===== src/rtl/uart_pkg.sv =====
// rtl/uart_pkg.sv - shared trigger-level encodings and threshold helper for the UART FIFO
package uart_pkg;

    typedef enum logic [1:0] {
        TRIG_ONE     = 2'b00,
        TRIG_QUARTER = 2'b01,
        TRIG_HALF    = 2'b10,
        TRIG_NEAR    = 2'b11
    } trig_level_e;

    localparam int TRIG_ONE_LEVEL   = 1;
    localparam int TRIG_NEAR_MARGIN = 2;

    // Threshold in entries for a given level code and FIFO depth.
    function automatic int trig_threshold(input logic [1:0] lvl, input int depth);
        int thr;
        thr = TRIG_ONE_LEVEL;
        case (trig_level_e'(lvl))
            TRIG_ONE:     thr = TRIG_ONE_LEVEL;
            TRIG_QUARTER: thr = depth / 4;
            TRIG_HALF:    thr = depth / 2;
            TRIG_NEAR:    thr = depth - TRIG_NEAR_MARGIN;
            default:      thr = TRIG_ONE_LEVEL;
        endcase
        return thr;
    endfunction

endpackage


===== src/rtl/uart_raminfr.sv =====
// rtl/uart_raminfr.sv - dual-port FIFO storage, synchronous write, asynchronous read
module uart_raminfr #(
    parameter int ADDR_WIDTH = 4,
    parameter int DATA_WIDTH = 8,
    parameter int DEPTH      = 16
) (
    input  logic                  clk,
    input  logic                  we,
    input  logic [ADDR_WIDTH-1:0] waddr,
    input  logic [DATA_WIDTH-1:0] wdata,
    input  logic [ADDR_WIDTH-1:0] raddr,
    output logic [DATA_WIDTH-1:0] rdata
);

    logic [DATA_WIDTH-1:0] mem_q [DEPTH];

    always_ff @(posedge clk) begin
        if (we) begin
            mem_q[waddr] <= wdata;
        end
    end

    assign rdata = mem_q[raddr];

endmodule


===== src/rtl/uart_fifo_ctrl.sv =====
// rtl/uart_fifo_ctrl.sv - UART FIFO controller; UART_FIFO_TRIGGER_EN adds trig_level/trig
module uart_fifo_ctrl
    import uart_pkg::*;
#(
    parameter int ADDR_WIDTH = 4,
    parameter int DATA_WIDTH = 8,
    parameter int DEPTH      = 16
) (
    input  logic                  clk,
    input  logic                  nreset,
    input  logic                  push,
    input  logic [DATA_WIDTH-1:0] data_in,
    input  logic                  pop,
    output logic [DATA_WIDTH-1:0] data_out,
    input  logic                  fifo_clear,
    input  logic                  overrun_clr,
`ifdef UART_FIFO_TRIGGER_EN
    input  logic [1:0]            trig_level,
    output logic                  trig,
`endif
    output logic [ADDR_WIDTH:0]   count,
    output logic                  empty,
    output logic                  full,
    output logic                  overrun
);

    localparam logic [ADDR_WIDTH:0] DEPTH_C = (ADDR_WIDTH + 1)'(DEPTH);

    logic [ADDR_WIDTH-1:0] wr_ptr_q, wr_ptr_d;
    logic [ADDR_WIDTH-1:0] rd_ptr_q, rd_ptr_d;
    logic [ADDR_WIDTH:0]   count_q, count_d;
    logic                  overrun_q, overrun_d;

    logic push_ok, pop_ok, drop, ram_we;

    assign empty = (count_q == '0);
    assign full  = (count_q == DEPTH_C);

    // A full FIFO can still take a push when the head leaves in the same cycle.
    assign pop_ok  = pop && !empty;
    assign push_ok = push && (!full || pop_ok);
    assign drop    = push && !push_ok && !fifo_clear;
    assign ram_we  = push_ok && !fifo_clear;

    always_comb begin
        wr_ptr_d  = wr_ptr_q;
        rd_ptr_d  = rd_ptr_q;
        count_d   = count_q;
        overrun_d = overrun_q;

        if (fifo_clear) begin
            wr_ptr_d = '0;
            rd_ptr_d = '0;
            count_d  = '0;
        end else begin
            if (push_ok) begin
                wr_ptr_d = wr_ptr_q + 1'b1;
            end
            if (pop_ok) begin
                rd_ptr_d = rd_ptr_q + 1'b1;
            end
            case ({push_ok, pop_ok})
                2'b10:   count_d = count_q + 1'b1;
                2'b01:   count_d = count_q - 1'b1;
                default: count_d = count_q;
            endcase
        end

        // A drop wins over a coincident clear request.
        if (drop) begin
            overrun_d = 1'b1;
        end else if (overrun_clr) begin
            overrun_d = 1'b0;
        end
    end

    always_ff @(posedge clk or negedge nreset) begin
        if (!nreset) begin
            wr_ptr_q  <= '0;
            rd_ptr_q  <= '0;
            count_q   <= '0;
            overrun_q <= 1'b0;
        end else begin
            wr_ptr_q  <= wr_ptr_d;
            rd_ptr_q  <= rd_ptr_d;
            count_q   <= count_d;
            overrun_q <= overrun_d;
        end
    end

    assign count   = count_q;
    assign overrun = overrun_q;

`ifdef UART_FIFO_TRIGGER_EN
    assign trig = (int'(count_q) >= trig_threshold(trig_level, DEPTH));
`endif

    uart_raminfr #(
        .ADDR_WIDTH (ADDR_WIDTH),
        .DATA_WIDTH (DATA_WIDTH),
        .DEPTH      (DEPTH)
    ) u_ram (
        .clk   (clk),
        .we    (ram_we),
        .waddr (wr_ptr_q),
        .wdata (data_in),
        .raddr (rd_ptr_q),
        .rdata (data_out)
    );

endmodule


===== config.mk =====
export PLATFORM = sky130hd
export DESIGN_NAME = uart_fifo_ctrl
export DESIGN_NICKNAME = d
export VERILOG_FILES = /design/src/rtl/uart_pkg.sv /design/src/rtl/uart_raminfr.sv /design/src/rtl/uart_fifo_ctrl.sv
export SDC_FILE = /design/constraint.sdc
export NUM_CORES = 1
export LEC_CHECK = 0
export BUFFER_PORTS_ARGS = -buffer_cell sky130_fd_sc_hd__buf_2
export CAP_MARGIN = 15
export CORE_ASPECT_RATIO = 0.6
export CORE_UTILIZATION = 35
export DETAILED_ROUTE_END_ITERATION = 7
export PLACE_DENSITY = 0.59
export SKIP_CTS_REPAIR_TIMING = 1
export SLEW_MARGIN = 5
export SYNTH_ARGS = -nofsm -noshare
export SYNTH_HDL_FRONTEND = slang
export SYNTH_SLANG_ARGS = --single-unit
export TNS_END_PERCENT = 20

===== constraint.sdc =====
create_clock -name clk -period 2.1 [get_ports clk]
set_input_delay 0.42 -clock clk [delete_from_list [all_inputs] [get_ports clk]]
set_output_delay 0.42 -clock clk [all_outputs]
set_load 0.1 [all_outputs]

* After elaboration in Yosys (flattened, before gate mapping)
Memories as Yosys holds them, arrays and structs flattened. Index checks and enable logic that the tools add are counted.
Word-level totals: memories 1, memory bits (writable) 128, word-level logic and storage cells 37, output and inout bits 16, flip-flop bits (word level) 14
Memory list:
- u_ram.mem_q | words 16, bits a word 8, rd ports 1, clocked after Yosys merged registers in 0, wr ports 1, RTL line uart_raminfr.sv:15 | logic [DATA_WIDTH-1:0] mem_q [DEPTH];
Operators by class: reductions and logical operators 15, equality and inequality tests 3, add/sub/neg operators 4, muxes and demuxes 10
Operator list (number):
- $mux W4 | 4
- $pmux W5 S2 | 1
- $add A4 B1 Y4 const B | 2
- $reduce_bool A2 Y1 | 3
- $add A5 B1 Y5 const B | 1
- $eq A5 B5 Y1 const B | 1
- $logic_and A1 B1 Y1 | 5
- $logic_not A5 Y1 | 1
- $mux W5 | 1
- $sub A5 B1 Y5 const B | 1
- $logic_not A1 Y1 | 4
- $mux W1 | 4
- $reduce_bool A3 Y1 | 1
- $eq A2 B1 Y1 const B | 1
- $eq A2 B2 Y1 const B | 1
- $logic_or A1 B1 Y1 | 1

* Depth between registers and ports, before layout
Gate-level depths: netlist of the first run.
depth in word-level cells 9, gate-level depth with buffers 9, depth with buffers taken out 8

* Modules after synthesis
Synthesis of the first run repeated with hierarchy kept, for this count alone.
Unflattened totals: cells, all modules 314, area, all modules 5913.2 µm²
By module, submodules not included:
- uart_raminfr | area an instance 4987.3 µm², sequential area each 3843.7 µm², instances 1, cells an instance 221
- uart_fifo_ctrl | area an instance 925.9 µm², sequential area each 350.3 µm², instances 1, cells an instance 93

* Worst setup path before layout of the first run
OpenSTA, ideal clock, no wires.
kind flip-flop to output port, start point register count_q[1], in the netlist count[1], end point output port empty, arrival 2.882 ns, setup slack -1.202 ns, buffers on the path 1, data required time 1.680 ns, stages on the path, launching flop included 4, cell sequence dfrtp_1 or4_4 buf_6 nor2_1
On the way: word-level cells in the longest chain between the ends 1
RTL lines:
- from (decl) | RTL line uart_fifo_ctrl.sv:31 | logic [ADDR_WIDTH:0] count_q, count_d;
- from (signal assigned) | RTL line uart_fifo_ctrl.sv:86 | count_q <= count_d;
- $logic_not A5 Y1 | RTL line uart_fifo_ctrl.sv:36 | assign empty = (count_q == '0);
- to (decl) | RTL line uart_fifo_ctrl.sv:22 | output logic empty,
Every way passes these cells.

* Worst setup path after layout of the first run
start point register rd_ptr_q[0], end point output port data_out[7]
On the way: word-level cells in the longest chain between the ends 1
RTL lines:
- from (decl) | RTL line uart_fifo_ctrl.sv:30 | logic [ADDR_WIDTH-1:0] rd_ptr_q, rd_ptr_d;
- from (signal assigned) | RTL line uart_fifo_ctrl.sv:85 | rd_ptr_q <= rd_ptr_d;
- $mem_v2 Z16 W8
- to (decl) | RTL line uart_fifo_ctrl.sv:14 | output logic [DATA_WIDTH-1:0] data_out,
Every way passes these cells.

==> results.yml, run 1 <==
run_status:
  status: "complete, but fails checks"
  violations: "negative setup slack"
yosys:
  synth_top_area_share_pct: 65.2
  syn_inst: 329
  synth_fp_nets: 352
  synth_top_family_by_area: "multiplexers"
  synth.mux.area_fraction_pct: 13.1
  synth_warnings: 0
  ys_seq_area_share_pct: 71.1
  synthXorXnorAreaFrac_pct: 0.891
  syn_avg_cell_area_sq_um: 17.9
  synth_top_cells_by_area: "edfxtp_1, mux4_2, dfrtp_1"
  synth.top_cells.by_count: "edfxtp_1, mux4_2, nor2_1"
  synth_cell_types: 42
  synth-simple-area-share_pct: 6.09
  synth_edf_count: 128
  synthFlopType: "edfxtp_1"
  synth_largest_area_cell: "edfxtp_1"
  synth_compound_area_share_pct: 4.86
  ys_seq_elements: 142
  syn_area_sq_um: 5900
  synth_most_common_cell: "edfxtp_1"
  synthArstFlopShare_pct: 9.86
  synth-adder-area-share_pct: 2.04
clock_tree:
  cts_tree: "built"
  numCtsBuffers: 17
  root_buffer: "clkbuf_16"
  cts_htree_levels: 4
  cts_sinks: 142
  clk_pin_slew_ns: 0.06
  cts_buffer_depth: 2
  clkLatencyLatePin_ns: 0.41
sta:
  fin_ws_ns: -0.537
  layout_worst_path_cycle_share_pct: 126
  setup_tns_ns: -7.80
  finalCriticalPeriod_ns: 2.64
  slew_headroom_pct: 37.4
  final_max_slew_viol_count: 0
  fin_worst_skew_ns: 0.0102
  max_slew.worst_pin.slew_ns: 0.935
  finalSetupViolations: 48
  fmaxAchievable_ghz: 0.379
  fin_hold_ws_ns: 0.199
  hold_viol: 0
  rsz0062_at_grt: "true"
critical_path:
  worst_ep_arrival_time_ns: 2.22
  critPathLaunchType: "flip-flop"
  crit_type: "flip-flop to output port"
  path_max_fanout: 5
  rr_worst_depth: 8
  required_ns: 1.68
  worst_setup_path_end_kind: "output port"
power:
  power_density_nw_per_um2: 1310
  p_leak_nw: 2.70
  ir_drop_mv: 0.662
  p_total_mw: 10.4
layout:
  finalNetCount: 449
  drive_above_1_share_pct: 49.2
  post-route-util_pct: 48.3
  syn2layout_area_growth_pct: 33.9
  diodes: 0
min_path:
  min_path_type: "input port to flip-flop"
  hold_depth: 2
die:
  core_region_area_sq_um: 16400
  die_x_um: 170
  die_y_um: 103
  ios: 30
  num_rows: 36
  start_util_pct: 36.1
  die_area_sq_um: 17400
route:
  wl_per_cell_um: 19.9
  routed_wl_mm: 13.3
  first_iter_violations: 239
  antenna_left: 0
  drtPass1Iterations: 5
  viasPerCell: 5.02
  drc_errors: 0
  vias: 3349
grt:
  grtUsageTotal_pct: 15.8
  grt_antenna_before_repair: 0
  overflow: 0
  grt_pass1_wl_mm: 19.6
  grt_pass1_vias: 3217
  grt_start_max_net_pins: 26
placement:
  post-dp-hpwl_mm: 8.43
  place.gp.congestion: 0.811
  pre_cts_ws_ns: -0.222
  portBuffers: 29
job:
  drv_cap: 0
==> power breakdown <==
| group | switching, mW | internal, mW |
|---|---|---|
| Combinational | 2.33 | 1.85 |
| Sequential | 0.0660 | 3.19 |
| Clock | 1.25 | 1.68 |
| Total | 3.65 | 6.72 |
==> stage by stage <==
stage | cells | area (sq um)
5_1_grt | 667 | 7900
3_5_place_dp | 621 | 6860
3_3_place_gp | 621 | 6860
6_report | 667 | 7900
2_1_floorplan | 329 | 6010
4_1_cts | 653 | 7430
==> critical path: stages, from the launching register on <==
cell	delay [ns]
dfrtp_2	0.46
buf_12	0.16
clkbuf_16	0.16
mux4_2	0.50
a22oi_2	0.24
nand2_2	0.09
buf_8	0.18
==> flip-flops by register name (all words and copies together) (netlist names) <==
name,cells
u_ram.mem_q,128
count,5
rd_ptr_q,4
wr_ptr_q,4
overrun,1
==> path summary, 6_finish.rpt <==
| path | endpoint | from | slack [ns] |
|---|---|---|---|
| setup reg to reg | count[4] | count[2] | -0.21 |
| min in group asynchronous | wr_ptr_q[2] | nreset | 0.44 |
| max in group asynchronous | count[2] | nreset | 1.38 |
| setup / recovery | data_out[7] | rd_ptr_q[0] | -0.54 |
| hold / removal | overrun | overrun_clr | 0.20 |
| hold reg to reg | overrun | overrun | 0.52 |
==> cells in the final DEF, fill, tap and decap left out, types with 3 or more instances in the layout <==
cell / instances
ha_1: 5
nand2_2: 8
dfrtp_4: 4
buf_2: 19
nor2_1: 19
buf_12: 11
nor2_2: 5
inv_6: 7
buf_4: 44
nand3_1: 3
nor2b_1: 6
edfxtp_1: 128
ha_4: 3
nor2_4: 4
o211ai_1: 5
buf_6: 12
clkbuf_16: 20
mux4_2: 32
nor3_1: 4
a22oi_2: 15
xor2_1: 4
nand2_1: 5
nor4_2: 3
o21ai_4: 3
buf_8: 4
dfrtp_1: 8
o21a_1: 3
inv_1: 7
mux2i_1: 4
==> cell type report <==
cell class / count / area (sq um)
Clock buffer: 18 / 429
Clock inverter: 14 / 146
Fill cell: 1317 / 8450
Inverter: 8 / 32.5
Multi-Input combinational cell: 161 / 1830
Sequential cell: 142 / 4210
Tap cell: 228 / 285
Timing Repair Buffer: 96 / 961
==> cells by family (layout without fill, tap and decap cells) <==
kind of cell,Yosys count,count (layout)
AOI/OAI and AO/OA,38,38
xor gates and xnor gates,6,6
adders and majority gates,9,9
buffers and inverters,26,136
DFF,142,142
muxes,37,37
and+or+nand+nor,71,71
==> routing by layer <==
metal / vias to the layer above / wire length [um] / GRT usage [%]
met5: - / 0 / 0
li1: 1517 / - / -
met3: 6 / 809 / 3.19
met4: 0 / 48 / 4.78
met1: 1742 / 6550 / 24.5
met2: 84 / 5870 / 22.3
Note: power is estimated with default switching activity, not from simulation.
==> run 2, diff against run 1 <==
--- a/config.mk
+++ b/config.mk
@@ -8,9 +8,10 @@
 export BUFFER_PORTS_ARGS = -buffer_cell sky130_fd_sc_hd__buf_2
 export CAP_MARGIN = 15
 export CORE_ASPECT_RATIO = 0.6
-export CORE_UTILIZATION = 35
+export CORE_UTILIZATION = 30
 export DETAILED_ROUTE_END_ITERATION = 7
-export PLACE_DENSITY = 0.59
+export GPL_TIMING_DRIVEN = 0
+export PLACE_DENSITY = 0.53
 export SKIP_CTS_REPAIR_TIMING = 1
 export SLEW_MARGIN = 5
 export SYNTH_ARGS = -nofsm -noshare
==> run 2 against run 1 <==
Net effect: the flow still finishes with violations (negative setup slack); die area increased by 16%; count of clock-buffer cells in the layout decreased by 1; power decreased by 7.3%; via count decreased by 7.6%; cell area decreased by 5.4%; sequential share of layout area increased by 3.1 points; worst hold slack got worse by 0.0021 ns; sequential power about the same; critical path type unchanged; critical endpoint is now data_out[4]; largest power group unchanged.
==> results.yml, run 2 (synthesized netlist as in run 1, its figures left out) <==
run_status:
  status: "complete, but fails checks"
  violations: "negative setup slack"
critical_path:
  worst_setup_path_end_kind: "output port"
  crit_top_cell: "buf_12"
  cp_cell_sequence: "buf_12 > buf_12 > mux4_2 > a22oi_2 > nand2_2 > buf_8"
  worst_ep_arrival_time_ns: 2.16
  critPathLaunchType: "flip-flop"
  crit_path_start: "rd_ptr_q[0]"
  crit_type: "flip-flop to output port"
  required_ns: 1.68
  rr_startpoint: "count[2]"
  max_stage_delay_ns: 0.55
  slowest_stage: "mux4_2"
  path_max_fanout: 7
layout:
  drive_above_1_share_pct: 42.5
  final_common_cell: "edfxtp_1"
  largest_reg_flops: 128
  post-route-util_pct: 39.0
  nFillCells: 1770
  syn2layout_area_growth_pct: 26.6
  finalNetCount: 408
  regMostFlops: "u_ram.mem_q"
  diodes: 0
  mostFrequentLayoutCells: "edfxtp_1, mux4_2, buf_2, clkbuf_16, nor2_1"
sta:
  max_slew.worst_pin.slew_ns: 0.910
  slew_headroom_pct: 39.1
  fin_ws_ns: -0.480
  hold_viol: 0
  finalSetupViolations: 46
  fmaxAchievable_ghz: 0.388
  fin_worst_skew_ns: 0.00982
  layout_worst_path_cycle_share_pct: 123
  finalCriticalPeriod_ns: 2.58
  rsz0062_at_grt: "true"
  final_max_slew_viol_count: 0
  fin_hold_ws_ns: 0.197
die:
  die_x_um: 183
  ios: 30
  num_rows: 39
  die_area_sq_um: 20200
  core_region_area_sq_um: 19100
  die_y_um: 111
  start_util_pct: 30.8
power:
  p_sw_mw: 3.48
  power_density_nw_per_um2: 1290
  pwr-share-seq_pct: 34.1
  power.share.switching_pct: 36.2
  p_clk_share_pct: 28.8
  ir_drop_mv: 0.689
  p_int_mw: 6.13
  p_leak_nw: 2.42
  power_frac_comb_pct: 37.0
grt:
  grtUsageTotal_pct: 13.3
  overflow: 0
  grt_pass1_vias: 3139
  grt_start_max_net_pins: 17
  grt_pass1_wl_mm: 19.3
  grt_antenna_before_repair: 0
route:
  first_iter_violations: 224
  wl_per_cell_um: 19.0
  drtPass1Iterations: 4
  antenna_left: 0
  routed_wl_mm: 12.6
  drc_errors: 0
  viasPerCell: 4.66
  vias: 3096
clock_tree:
  clk_pin_slew_ns: 0.06
  cts_htree_levels: 4
  clkLatencyLatePin_ns: 0.41
  root_buffer: "clkbuf_16"
  cts_sinks: 142
  numCtsBuffers: 17
  cts_buffer_depth: 2
  cts_tree: "built"
placement:
  place.gp.congestion: 0.782
  post-dp-hpwl_mm: 8.41
  portBuffers: 28
min_path:
  worstHoldStart: "overrun_clr"
  min_path_type: "input port to flip-flop"
job:
  drv_cap: 0
-- run 2: final cells by class --
cell class	instances	area (sq um)	area share (%)
flip-flops and latches	142	4210	56.4
clock buffers	17	425	5.70
clock inverters	15	125	1.68
multi-input cells	161	1850	24.7
well taps	266	333	4.46
repair buffers	37	323	4.32
inverters	8	32.5	0.436
plain buffers	18	171	2.30
-- run 2: path summary, 6_finish.rpt --
path,to,slack (ns),depth (start not counted)
max in group asynchronous,count[0],1.38,2
max,data_out[4],-0.48,6
min in group asynchronous,wr_ptr_q[3],0.44,2
max reg2reg,u_ram.mem_q[15][5],-0.33,4
min,overrun,0.20,2
min reg2reg,overrun,0.52,2
-- run 2: critical path: cells and delay by family (launching register included) --
kind / cells / cell delay (ns)
AO/OA/AOI/OAI: 1 / 0.22
buffers and inverters: 3 / 0.49
flip-flops: 1 / 0.39
multiplexers: 1 / 0.55
AND/OR/NAND/NOR: 1 / 0.09
-- run 2: metal layers --
layer | wire, um | global-route usage [%] | up-vias
met3 | 602 | 3.46 | 4
met5 | 0 | 0 | -
met2 | 5610 | 18.9 | 55
met4 | 44 | 3.17 | 0
met1 | 6370 | 20.0 | 1602
li1 | - | - | 1435
-- run 2: metrics by stage --
| step | cells | cell area [sq um] | TNS [ns] | worst slack (ns) | power (mW) |
|---|---|---|---|---|---|
| after detailed placement | 624 | 6500 | -67.36 | -0.990 | 6.32 |
| final | 664 | 7470 | -12.90 | -0.480 | 9.61 |
| after CTS | 656 | 7050 | -49.32 | -1.44 | 9.10 |
| after floorplan | 329 | 6010 | -19.37 | -0.333 | 5.74 |
| after global routing | 664 | 7470 | -15.99 | -0.560 | 10.0 |
| after global placement | 623 | 6480 | -71.15 | -1.04 | 6.29 |
-- run 2: power by group through the flow --
stage	Sequential (mW)	Combinational, mW	Clock [mW]
4_1_cts	3.28	2.99	2.83
5_1_grt	3.29	3.76	2.96
3_3_place_gp	3.33	2.96	0
3_5_place_dp	3.34	2.98	0
6_report	3.28	3.56	2.77
2_1_floorplan	3.60	2.14	0
==> run 3, diff against run 2 <==
--- a/config.mk
+++ b/config.mk
@@ -5,6 +5,7 @@
 export SDC_FILE = /design/constraint.sdc
 export NUM_CORES = 1
 export LEC_CHECK = 0
+export ABC_AREA = 1
 export BUFFER_PORTS_ARGS = -buffer_cell sky130_fd_sc_hd__buf_2
 export CAP_MARGIN = 15
 export CORE_ASPECT_RATIO = 0.6
@@ -13,6 +14,7 @@
 export GPL_TIMING_DRIVEN = 0
 export PLACE_DENSITY = 0.53
 export SKIP_CTS_REPAIR_TIMING = 1
+export SKIP_LAST_GASP = 1
 export SLEW_MARGIN = 5
 export SYNTH_ARGS = -nofsm -noshare
 export SYNTH_HDL_FRONTEND = slang
==> run 3 against run 2 <==
Net effect: count of clock-buffer cells in the layout rose by 1; synthesized cell count rose by 59%; critical endpoint is now data_out[1]; cell area rose by 3.4%; die area rose by 3.8%; critical path type unchanged; maximum frequency fell by 6.3%; routed wire length rose by 37%; area after synthesis rose by 3.9%; via count rose by 41%; global-route usage rose by 3.4 points; the flow still finishes with violations (negative setup slack); flip-flop and latch count did not move; worst hold slack improved by 0.0019 ns.
==> results.yml, run 3 <==
layout:
  drive_above_1_share_pct: 23.8
  post-route-util_pct: 38.6
  design_area_sq_um: 7720
  largest_reg_flops: 128
  syn2layout_area_growth_pct: 26.0
  final_common_cell: "edfxtp_1"
  nFillCells: 1940
  diodes: 0
  mostFrequentLayoutCells: "edfxtp_1, nor2_1, o21ai_0, nand2_1, o211ai_1"
  finalNetCount: 612
  regMostFlops: "u_ram.mem_q"
yosys:
  syn_inst: 524
  synth_warnings: 0
  ys_seq_area_share_pct: 68.5
  synth_fp_nets: 547
  synth_edf_count: 128
  ys_seq_elements: 142
  synth.top_cells.by_count: "edfxtp_1, nor2_1, o21ai_0"
  synth_largest_area_cell: "edfxtp_1"
  synth_most_common_cell: "edfxtp_1"
  synth_top_cells_by_area: "edfxtp_1, nor2_1, dfrtp_1"
  synthFlopType: "edfxtp_1"
  synth_cell_types: 31
  synth_top_area_share_pct: 62.7
  syn_avg_cell_area_sq_um: 11.7
  synthArstFlopShare_pct: 9.86
  syn_area_sq_um: 6130
sta:
  setup_tns_ns: -8.75
  fin_ws_ns: -0.653
  rsz0062_at_grt: "true"
  finalSetupViolations: 72
  max_slew.worst_pin.slew_ns: 1.07
  fin_worst_skew_ns: 0.00809
  layout_worst_path_cycle_share_pct: 131
  final_max_slew_viol_count: 0
  fmaxAchievable_ghz: 0.363
  finalCriticalPeriod_ns: 2.75
  hold_viol: 0
  slew_headroom_pct: 28.4
job:
  drv_cap: 0
power:
  ir_drop_mv: 0.649
  p_leak_nw: 2.73
  power_density_nw_per_um2: 1350
route:
  antenna_left: 0
  vias: 4350
  viasPerCell: 4.97
  first_iter_violations: 482
  drtPass1Iterations: 5
  drc_errors: 0
  wl_per_cell_um: 19.8
  routed_wl_mm: 17.3
critical_path:
  worst_setup_path_end_kind: "output port"
  reg2reg_slack_ns: -0.15
  worst_ep_arrival_time_ns: 2.33
  critPathLaunchType: "flip-flop"
  crit_type: "flip-flop to output port"
  required_ns: 1.68
  path_max_fanout: 7
clock_tree:
  cts_buffer_depth: 2
  root_buffer: "clkbuf_16"
  clkLatencyLatePin_ns: 0.42
  clk_pin_slew_ns: 0.06
  numCtsBuffers: 17
  cts_htree_levels: 4
  cts_sinks: 142
  cts_tree: "built"
grt:
  grt_start_max_net_pins: 17
  grt_pass1_wl_mm: 25.4
  grtUsageTotal_pct: 16.6
  grt_antenna_before_repair: 0
  grt_pass1_vias: 4150
  overflow: 0
die:
  start_util_pct: 30.6
  num_rows: 40
  ios: 30
  die_y_um: 113
  core_region_area_sq_um: 20000
  die_area_sq_um: 21000
  die_x_um: 187
placement:
  post-dp-hpwl_mm: 11.7
  place_area_sq_um: 6630
  portBuffers: 29
  place.gp.congestion: 0.856
min_path:
  min_path_type: "input port to flip-flop"
run_status:
  violations: "negative setup slack"
  status: "complete, but fails checks"
## run 3: cell types whose count changed after synthesis, moves of 5 or more
cell      delta
a22oi_1     -16
buf_2        +6
inv_1       +10
mux4_2      -32
nand2_1     +40
nand3_1     +27
nor2_1      +89
nor2_2       +8
nor2b_1      -6
nor4_1       -5
o211ai_1    +27
o21ai_0     +59
## run 3: through the flow
stage               power [mW]  hold WS, ns  instances  setup WS (ns)
floorplan                 5.57        0.124        524         -0.135
detailed placement        6.33        0.351        826         -0.534
global route              10.8        0.228        875         -0.733
global placement          6.30        0.345        826         -0.515
finish                    10.4        0.199        875         -0.653
CTS                       9.64      -0.0935        858         -0.988
## run 3: critical path, cell delays in order, from the launching register on
cell and delay, ns:
dfrtp_2 0.45, buf_8 0.16, clkinv_8 0.06, buf_12 0.12
buf_8 0.12, nor2_1 0.04, o211ai_1 0.46, nand3_1 0.18
nand2_2 0.14, buf_12 0.18
## run 3: power breakdown
| part | switching [mW] | internal (mW) |
|---|---|---|
| sequential | 0.0917 | 3.16 |
| clock | 1.22 | 2.11 |
| combinational | 2.58 | 1.27 |
## run 3: area by class of cell
| cell class | count | area (sq um) | share of cell area (%) |
|---|---|---|---|
| multi-input combinational | 334 | 1780 | 23.1 |
| clock buffer | 18 | 429 | 5.56 |
| tap | 273 | 342 | 4.42 |
| inverter | 22 | 103 | 1.33 |
| timing repair buffer | 46 | 433 | 5.61 |
| buffer | 26 | 214 | 2.77 |
| clock inverter | 14 | 215 | 2.79 |
| sequential | 142 | 4200 | 54.4 |
## run 3: worst paths after layout
check,from,endpoint,cells after the start
min in group asynchronous,nreset,count[1],2
worst max register to register,count[2],u_ram.mem_q[4][0],7
worst min register to register,overrun,overrun,2
worst min-delay path,overrun_clr,overrun,2
worst max-delay path,rd_ptr_q[0],data_out[1],9
max in group asynchronous,nreset,count[1],2
## run 3: routing by layer
metal | track usage (%) | vias to the layer above | share of wire (%)
li1 | - | 1996 | -
met1 | 25.4 | 2164 | 49
met2 | 22.4 | 178 | 41
met3 | 5.06 | 12 | 9.2
met4 | 4.59 | 0 | 0.69
met5 | 0 | - | 0
## run 3: cell families (layout without fill, tap and decap cells)
family / after synthesis / after routing / synth area share, %
AOI/OAI and AO/OA: 108 / 108 / 10.6
xor gates and xnor gates: 3 / 3 / 0.429
adders and majority gates: 9 / 9 / 1.96
buffers and inverters: 48 / 126 / 3.98
DFF: 142 / 142 / 68.5
and+or+nand+nor: 214 / 214 / 14.6
